--- src/rtl/branch_cond_unit_if.sv ---
// Branch request/result bundle between the control unit (master) and branch_cond_unit (slave).
// BRANCH_LINK_EN adds the link request bit and the link register result.
interface branch_cond_unit_if #(
    parameter int ADDR_W = 12,
    parameter int COND_W = 4
);
    logic              br_start;
    logic [COND_W-1:0] cond;
    logic [ADDR_W-1:0] target;
    logic [ADDR_W-1:0] pc_in;
    logic              N;
    logic              Z;
    logic              C;
    logic              V;
    logic              br_busy;
    logic              taken;
    logic              pc_load;
    logic [ADDR_W-1:0] pc_next;
    logic              br_done;
`ifdef BRANCH_LINK_EN
    logic              link;
    logic [ADDR_W-1:0] lr;

    modport master (
        output br_start, cond, target, pc_in, N, Z, C, V, link,
        input  br_busy, taken, pc_load, pc_next, br_done, lr
    );
    modport slave (
        input  br_start, cond, target, pc_in, N, Z, C, V, link,
        output br_busy, taken, pc_load, pc_next, br_done, lr
    );
`else
    modport master (
        output br_start, cond, target, pc_in, N, Z, C, V,
        input  br_busy, taken, pc_load, pc_next, br_done
    );
    modport slave (
        input  br_start, cond, target, pc_in, N, Z, C, V,
        output br_busy, taken, pc_load, pc_next, br_done
    );
`endif
endinterface

--- src/rtl/branch_cond_unit.sv ---
// Branch condition unit: snapshots NZCV/operands on br_start, evaluates cond, loads next PC.
// Latency: br_start in cycle 0 -> pc_load/br_done in cycle 2; next request accepted from cycle 3.
// No backpressure: br_start while busy is dropped. BRANCH_LINK_EN adds link/lr.
module branch_cond_unit #(
    parameter int ADDR_W = 12,
    parameter int COND_W = 4
) (
    input  logic             clk,
    input  logic             rst_n,
    branch_cond_unit_if.slave bif
);
    typedef enum logic [1:0] {IDLE, EVAL, COMMIT} state_t;

    state_t            state, state_nxt;
    logic [COND_W-1:0] cond_q;
    logic [ADDR_W-1:0] target_q;
    logic [ADDR_W-1:0] pc_q;
    logic [3:0]        nzcv_q;
    logic              taken_r;
    logic [ADDR_W-1:0] pc_next_r;
    logic [ADDR_W-1:0] pc_inc;
    logic              cond_true;
    logic              accept;

    // Truncation to ADDR_W gives the wrap from all-ones to zero.
    assign pc_inc = pc_q + {{(ADDR_W-1){1'b0}}, 1'b1};
    assign accept = (state == IDLE) && bif.br_start;

    function automatic logic cond_hold(input logic [COND_W-1:0] c, input logic [3:0] f);
        logic n, z, cf, v;
        {n, z, cf, v} = f;
        case (c)
            4'd0:    cond_hold = 1'b1;
            4'd1:    cond_hold = z;
            4'd2:    cond_hold = !z;
            4'd3:    cond_hold = cf;
            4'd4:    cond_hold = !cf;
            4'd5:    cond_hold = n;
            4'd6:    cond_hold = !n;
            4'd7:    cond_hold = v;
            4'd8:    cond_hold = !v;
            4'd9:    cond_hold = cf & !z;
            4'd10:   cond_hold = !cf | z;
            4'd11:   cond_hold = (n == v);
            4'd12:   cond_hold = (n != v);
            4'd13:   cond_hold = !z & (n == v);
            4'd14:   cond_hold = z | (n != v);
            default: cond_hold = 1'b0;
        endcase
    endfunction

    assign cond_true = cond_hold(cond_q, nzcv_q);

    always_ff @(posedge clk or negedge rst_n) begin
        if (!rst_n) state <= IDLE;
        else        state <= state_nxt;
    end

    always_comb begin
        state_nxt    = state;
        bif.br_busy  = 1'b1;
        bif.pc_load  = 1'b0;
        bif.br_done  = 1'b0;
        unique case (state)
            IDLE: begin
                bif.br_busy = 1'b0;
                if (bif.br_start) state_nxt = EVAL;
            end
            EVAL:   state_nxt = COMMIT;
            COMMIT: begin
                bif.pc_load = 1'b1;
                bif.br_done = 1'b1;
                state_nxt   = IDLE;
            end
            default: state_nxt = IDLE;
        endcase
    end

    always_ff @(posedge clk or negedge rst_n) begin
        if (!rst_n) begin
            cond_q   <= '0;
            target_q <= '0;
            pc_q     <= '0;
            nzcv_q   <= '0;
        end else if (accept) begin
            cond_q   <= bif.cond;
            target_q <= bif.target;
            pc_q     <= bif.pc_in;
            nzcv_q   <= {bif.N, bif.Z, bif.C, bif.V};
        end
    end

    // Result registers load at the end of EVAL so pc_next/taken are already valid while pc_load is high.
    always_ff @(posedge clk or negedge rst_n) begin
        if (!rst_n) begin
            taken_r   <= 1'b0;
            pc_next_r <= '0;
        end else if (state == EVAL) begin
            taken_r   <= cond_true;
            pc_next_r <= cond_true ? target_q : pc_inc;
        end
    end

    assign bif.taken   = taken_r;
    assign bif.pc_next = pc_next_r;

`ifdef BRANCH_LINK_EN
    logic              link_q;
    logic [ADDR_W-1:0] lr_r;

    always_ff @(posedge clk or negedge rst_n) begin
        if (!rst_n)      link_q <= 1'b0;
        else if (accept) link_q <= bif.link;
    end

    always_ff @(posedge clk or negedge rst_n) begin
        if (!rst_n)                                  lr_r <= '0;
        else if (state == COMMIT && link_q && taken_r) lr_r <= pc_inc;
    end

    assign bif.lr = lr_r;
`endif
endmodule

--- src/flat_wrapper.sv ---
// flat-port wrapper written by rule: the top's interface ports become plain ports
module branch_cond_unit_flat 
#(
    parameter int ADDR_W = 12,
    parameter int COND_W = 4
)
  (clk, rst_n, bif_br_start, bif_cond, bif_target, bif_pc_in, bif_N, bif_Z, bif_C, bif_V, bif_br_busy, bif_taken, bif_pc_load, bif_pc_next, bif_br_done);
  branch_cond_unit_if #(.ADDR_W(ADDR_W), .COND_W(COND_W)) bif_i ();
  input  logic clk;
  input  logic rst_n;
  input wire logic [$bits(bif_i.br_start)-1:0] bif_br_start;
  input wire logic [$bits(bif_i.cond)-1:0] bif_cond;
  input wire logic [$bits(bif_i.target)-1:0] bif_target;
  input wire logic [$bits(bif_i.pc_in)-1:0] bif_pc_in;
  input wire logic [$bits(bif_i.N)-1:0] bif_N;
  input wire logic [$bits(bif_i.Z)-1:0] bif_Z;
  input wire logic [$bits(bif_i.C)-1:0] bif_C;
  input wire logic [$bits(bif_i.V)-1:0] bif_V;
  output wire logic [$bits(bif_i.br_busy)-1:0] bif_br_busy;
  output wire logic [$bits(bif_i.taken)-1:0] bif_taken;
  output wire logic [$bits(bif_i.pc_load)-1:0] bif_pc_load;
  output wire logic [$bits(bif_i.pc_next)-1:0] bif_pc_next;
  output wire logic [$bits(bif_i.br_done)-1:0] bif_br_done;
  assign bif_i.br_start = bif_br_start;
  assign bif_i.cond = bif_cond;
  assign bif_i.target = bif_target;
  assign bif_i.pc_in = bif_pc_in;
  assign bif_i.N = bif_N;
  assign bif_i.Z = bif_Z;
  assign bif_i.C = bif_C;
  assign bif_i.V = bif_V;
  assign bif_br_busy = bif_i.br_busy;
  assign bif_taken = bif_i.taken;
  assign bif_pc_load = bif_i.pc_load;
  assign bif_pc_next = bif_i.pc_next;
  assign bif_br_done = bif_i.br_done;
  branch_cond_unit #(.ADDR_W(ADDR_W), .COND_W(COND_W)) u_core (.clk(clk), .rst_n(rst_n), .bif(bif_i));
endmodule
--- config.mk ---
export PLATFORM = sky130hd
export DESIGN_NAME = branch_cond_unit_flat
export DESIGN_NICKNAME = d
export VERILOG_FILES = /design/src/rtl/branch_cond_unit_if.sv /design/src/rtl/branch_cond_unit.sv /design/src/flat_wrapper.sv
export SDC_FILE = /design/constraint.sdc
export NUM_CORES = 1
export LEC_CHECK = 0
export ABC_CLOCK_PERIOD_IN_PS = 1750
export CAP_MARGIN = 15
export CORE_ASPECT_RATIO = 0.75
export CORE_UTILIZATION = 40
export CTS_CLUSTER_SIZE = 28
export DETAILED_ROUTE_END_ITERATION = 7
export GPL_TIMING_DRIVEN = 1
export PLACE_DENSITY = 0.65
export SLEW_MARGIN = 20
export SYNTH_ARGS = -nofsm -noshare
export SYNTH_HDL_FRONTEND = slang
export SYNTH_SLANG_ARGS = --single-unit
--- constraint.sdc ---
create_clock -name clk -period 1.75 [get_ports clk]
set_input_delay 0.35 -clock clk [delete_from_list [all_inputs] [get_ports clk]]
set_output_delay 0.35 -clock clk [all_outputs]
set_load 0.005 [all_outputs]
==> metrics list <==
- Setup repair after global routing could not meet its margin everywhere.
- First-pass GRT wire length: around 7300 um
- Worst Hold Slack: about 0.026 ns
* Detailed-routing iteration count for the pre-antenna-repair pass: 4
- Max rail drop VDD: about 0.00052 V
- Number of design rule violations left after detail routing: 0
- The slowest stage of the critical path is the dfrtp_2 cell.
* Number of max-slew violations in the final report: 0
* Number of flops mapped to enable cells by yosys: 0
- Share of the yosys chip area belonging to registers: 0.523
- Clock latency at the later pin of the worst-skew pair: around 0.29 ns
- Along the worst path, the maximum fanout reaches 12.
- The finished layout holds 324 standard cells, fillers aside.
- From bottom edge to top edge, the die measures ~67 um.
- The tree built by TritonCTS fans out to between 40 and 50 sinks.
- In the synthesized netlist, the number of instances is about 190.
- Traced cell by cell, the critical path runs through and3b_1 > a22oi_2 > mux2i_2 > a211oi_4 > buf_12 > mux2i_1 > a21oi_1.
* Post-Syn Area per Cell: about 12 um2
- Leading cell type by number of instances after synthesis: dfrtp_1
* Top FF cell, synth: dfrtp_1
* Ports placed on the boundary: 51
* Number of fill cells in the layout: between 400 and 500
* Number of buffers added by the clock tree synthesis step: 5
* Required time reported for the critical path endpoint: ~1.9 ns
- Kind of end point of the critical path: register
- The completed layout was analyzed and its total power is between 4 and 5 mW.
- At the pin with the least slew margin, the transition time is approximately 0.26 ns.
- Final setup violation count: 11
- After synthesis, the largest family of logic cells by area is multiplexers.
* Post-route setup TNS: -0.473 ns
- Measured on the finished design, the core utilization comes to 0.567.
- Final worst path period share: 1.04
* Placer Congestion: about 0.73
- NumNets Final: around 280
- Setup slack after layout: -0.0621 ns
* Delay of the slowest critical-path stage: 0.47 ns
- Post-synthesis share of cell area spent on and, or, nand and nor gates: 0.115
- Static leakage: 1.29 nW
* Critical path start-end classification: reg -> reg
- Summed instance area of the synthesized netlist: between 2000 and 2500 um2
- Min cycle time layout: approximately 1.8 ns
* Die width: about 89 um
* Dominant cell type by area after synthesis: dfrtp_1
- Synthesis inferred 47 register bits.
- Top cells by instance count after synthesis: dfrtp_1, mux2_2, nand2_1
- Layout cells sized above 1: 0.285
- Area inside the core boundary: 5380 um2
- The sequential cells in the finished layout cover a total of 1180 um2.
- During synthesis, Yosys emitted a total of 0 warnings.
- Of the total synthesized cell area, the portion taken by full adders, half adders and majority gates is 0.00556.
- The clock arrives with slightly below 0.006 ns of skew.
* Final Hold Viols: 0
* Total Routed Length: 4360 um
- Clock-pin slew was measured on the worst setup and hold paths at ~0.080 ns.
- In this run, placement finished with an instance count of 312.
* Synth-to-layout area growth: 35.7%
- Based on the critical path, the design can be clocked at up to about 550 MHz.
- Buffers inserted to repair hold after CTS numbered 0.
- The die covers between 5000 and 6000 um2.
- Vias per cell: 4.85
- Summing all placed instances gives a cell area of 2880 um2.
- Areal power density over the cells: between 1000 and 1500 nW/um2
- H-tree Lvls: 2
- Input/output buffers: 50
- Across every metal layer, demand over resource in global routing totals 0.167.
- Async set-or-reset flop fraction in the synthesized netlist: 1.00
- Pin count of the biggest net entering global routing: 48
- In this run the tightest slew margin relative to its limit is 0.824.
- Class of the tightest hold or removal check: in -> async
* Xor and xnor fraction of the mapped netlist area: 0.0428
* Portion of synthesized cell area occupied by the leading cell type: 0.523
* Fraction of the mapped netlist area in compound gates: 0.0679
* Antenna Cells: 0
* Clk buf depth: 2
- At the placement stage, the worst setup path has a slack of -0.505 ns.
- Mux share of post-synthesis cell area: 0.213
- Detailed placement HPWL: just over 3000 um
- The flow ran to the end, but the final reports show violations.
- The final reports fail on setup timing.
- Synth Net Count: ~220
- Post-DR wirelength/cell: about 13 um
- The netlist uses 35 different library cells.
- Max-cap violations in this run came to 0.
- Number of global-route vias before repair: between 1000 and 1500
- For this configuration, the core starts out at a cell density of 0.418.
- Post-route cell area: a little over 3000 um2
- Root buffer cell: clkbuf_8
- TritonCTS clock tree: yes
- In this run, the number of DRC markers left after iteration 0 of detailed routing was 48.
* Worst EP arrival: a little under 2 ns
- Synth area leaders: dfrtp_1, mux2_2, mux2i_1
- In this run the remaining antenna-violating nets after routing total 0.
* Count of standard-cell rows: 23
- The worst setup path is launched from a register.
- The initial antenna violation count came to 0.
- Footprint of the multi-input gates: roughly 1000 um2
- After global routing the overflow that remains totals 0.
- Total number of vias: around 1600
-- critical path: cells and delay by family, from the launching register on --
| family | cells | cell delay [ns] |
|---|---|---|
| AO/OA/AOI/OAI | 3 | 0.54 |
| buffers and inverters | 1 | 0.19 |
| flip-flops | 1 | 0.47 |
| multiplexers | 2 | 0.30 |
| AND/OR/NAND/NOR | 1 | 0.19 |
-- final timing paths --
path                                         end  depth (start not counted)                   from  slack, ns
max reg2reg                u_core.bif.pc_next[0]                          7       u_core.cond_q[2]      -0.06
max in group asynchronous       u_core.cond_q[3]                          2                  rst_n       1.50
max                        u_core.bif.pc_next[0]                          7       u_core.cond_q[2]      -0.06
min                           u_core.target_q[3]                          2                  rst_n       0.03
min reg2reg                u_core.bif.pc_next[6]                          2  u_core.bif.pc_next[6]       0.49
min in group clk           u_core.bif.pc_next[6]                          2  u_core.bif.pc_next[6]       0.49
-- cell families (layout without fill, tap and decap cells) --
| family | after synthesis | after routing |
|---|---|---|
| AOI/OAI and AO/OA | 23 | 23 |
| xor gates and xnor gates | 11 | 11 |
| adders and majority gates | 1 | 1 |
| buffers and inverters | 13 | 74 |
| DFF | 47 | 47 |
| muxes | 44 | 44 |
| and+or+nand+nor | 49 | 49 |
-- sequential cells by signal (all words and copies together) (netlist names) --
signal / count
u_core.bif.pc_next: 12
u_core.pc_q: 12
u_core.target_q: 12
u_core.cond_q: 4
u_core.nzcv_q: 4
u_core.state: 2
u_core.bif.taken: 1
-- layer usage --
layer	track usage	share of wire
met1	0.232	0.51
met2	0.260	0.44
met3	0.0434	0.046
met4	0.0423	0.0041
met5	0	0
-- area by class of cell --
cell class	instances	area share
Clock buffer	8	0.0328
Inverter	4	0.00492
Multi-Input combinational cell	128	0.341
Sequential cell	47	0.387
Tap cell	75	0.0308
Timing Repair Buffer	62	0.204
-- cell usage in the layout, fill, tap and decap left out, drive strengths merged, types with 3 or more instances in the layout --
master	instances
nand2	17
nand3	4
xor2	4
dfrtp	47
clkbuf	8
mux2	31
xnor2	7
a21oi	3
buf	13
mux2i	13
clkdlybuf4s50	48
nor2	10
inv	4
o21ai	13
-- power by group --
group	internal (mW)	leakage (nW)	switching (mW)	total, mW
Sequential	1.44	0.553	0.295	1.73
Clock	0.361	0.0515	0.349	0.710
Combinational	1.02	0.688	0.598	1.62
-- timing repair --
item	in CTS	in global routing
pin swaps	1	1
buffers inserted	3	1
resized for setup	6	3
endpoints found under the setup margin	14	15
hold endpoints to repair	0	0
(Power assumes the default switching activity.)
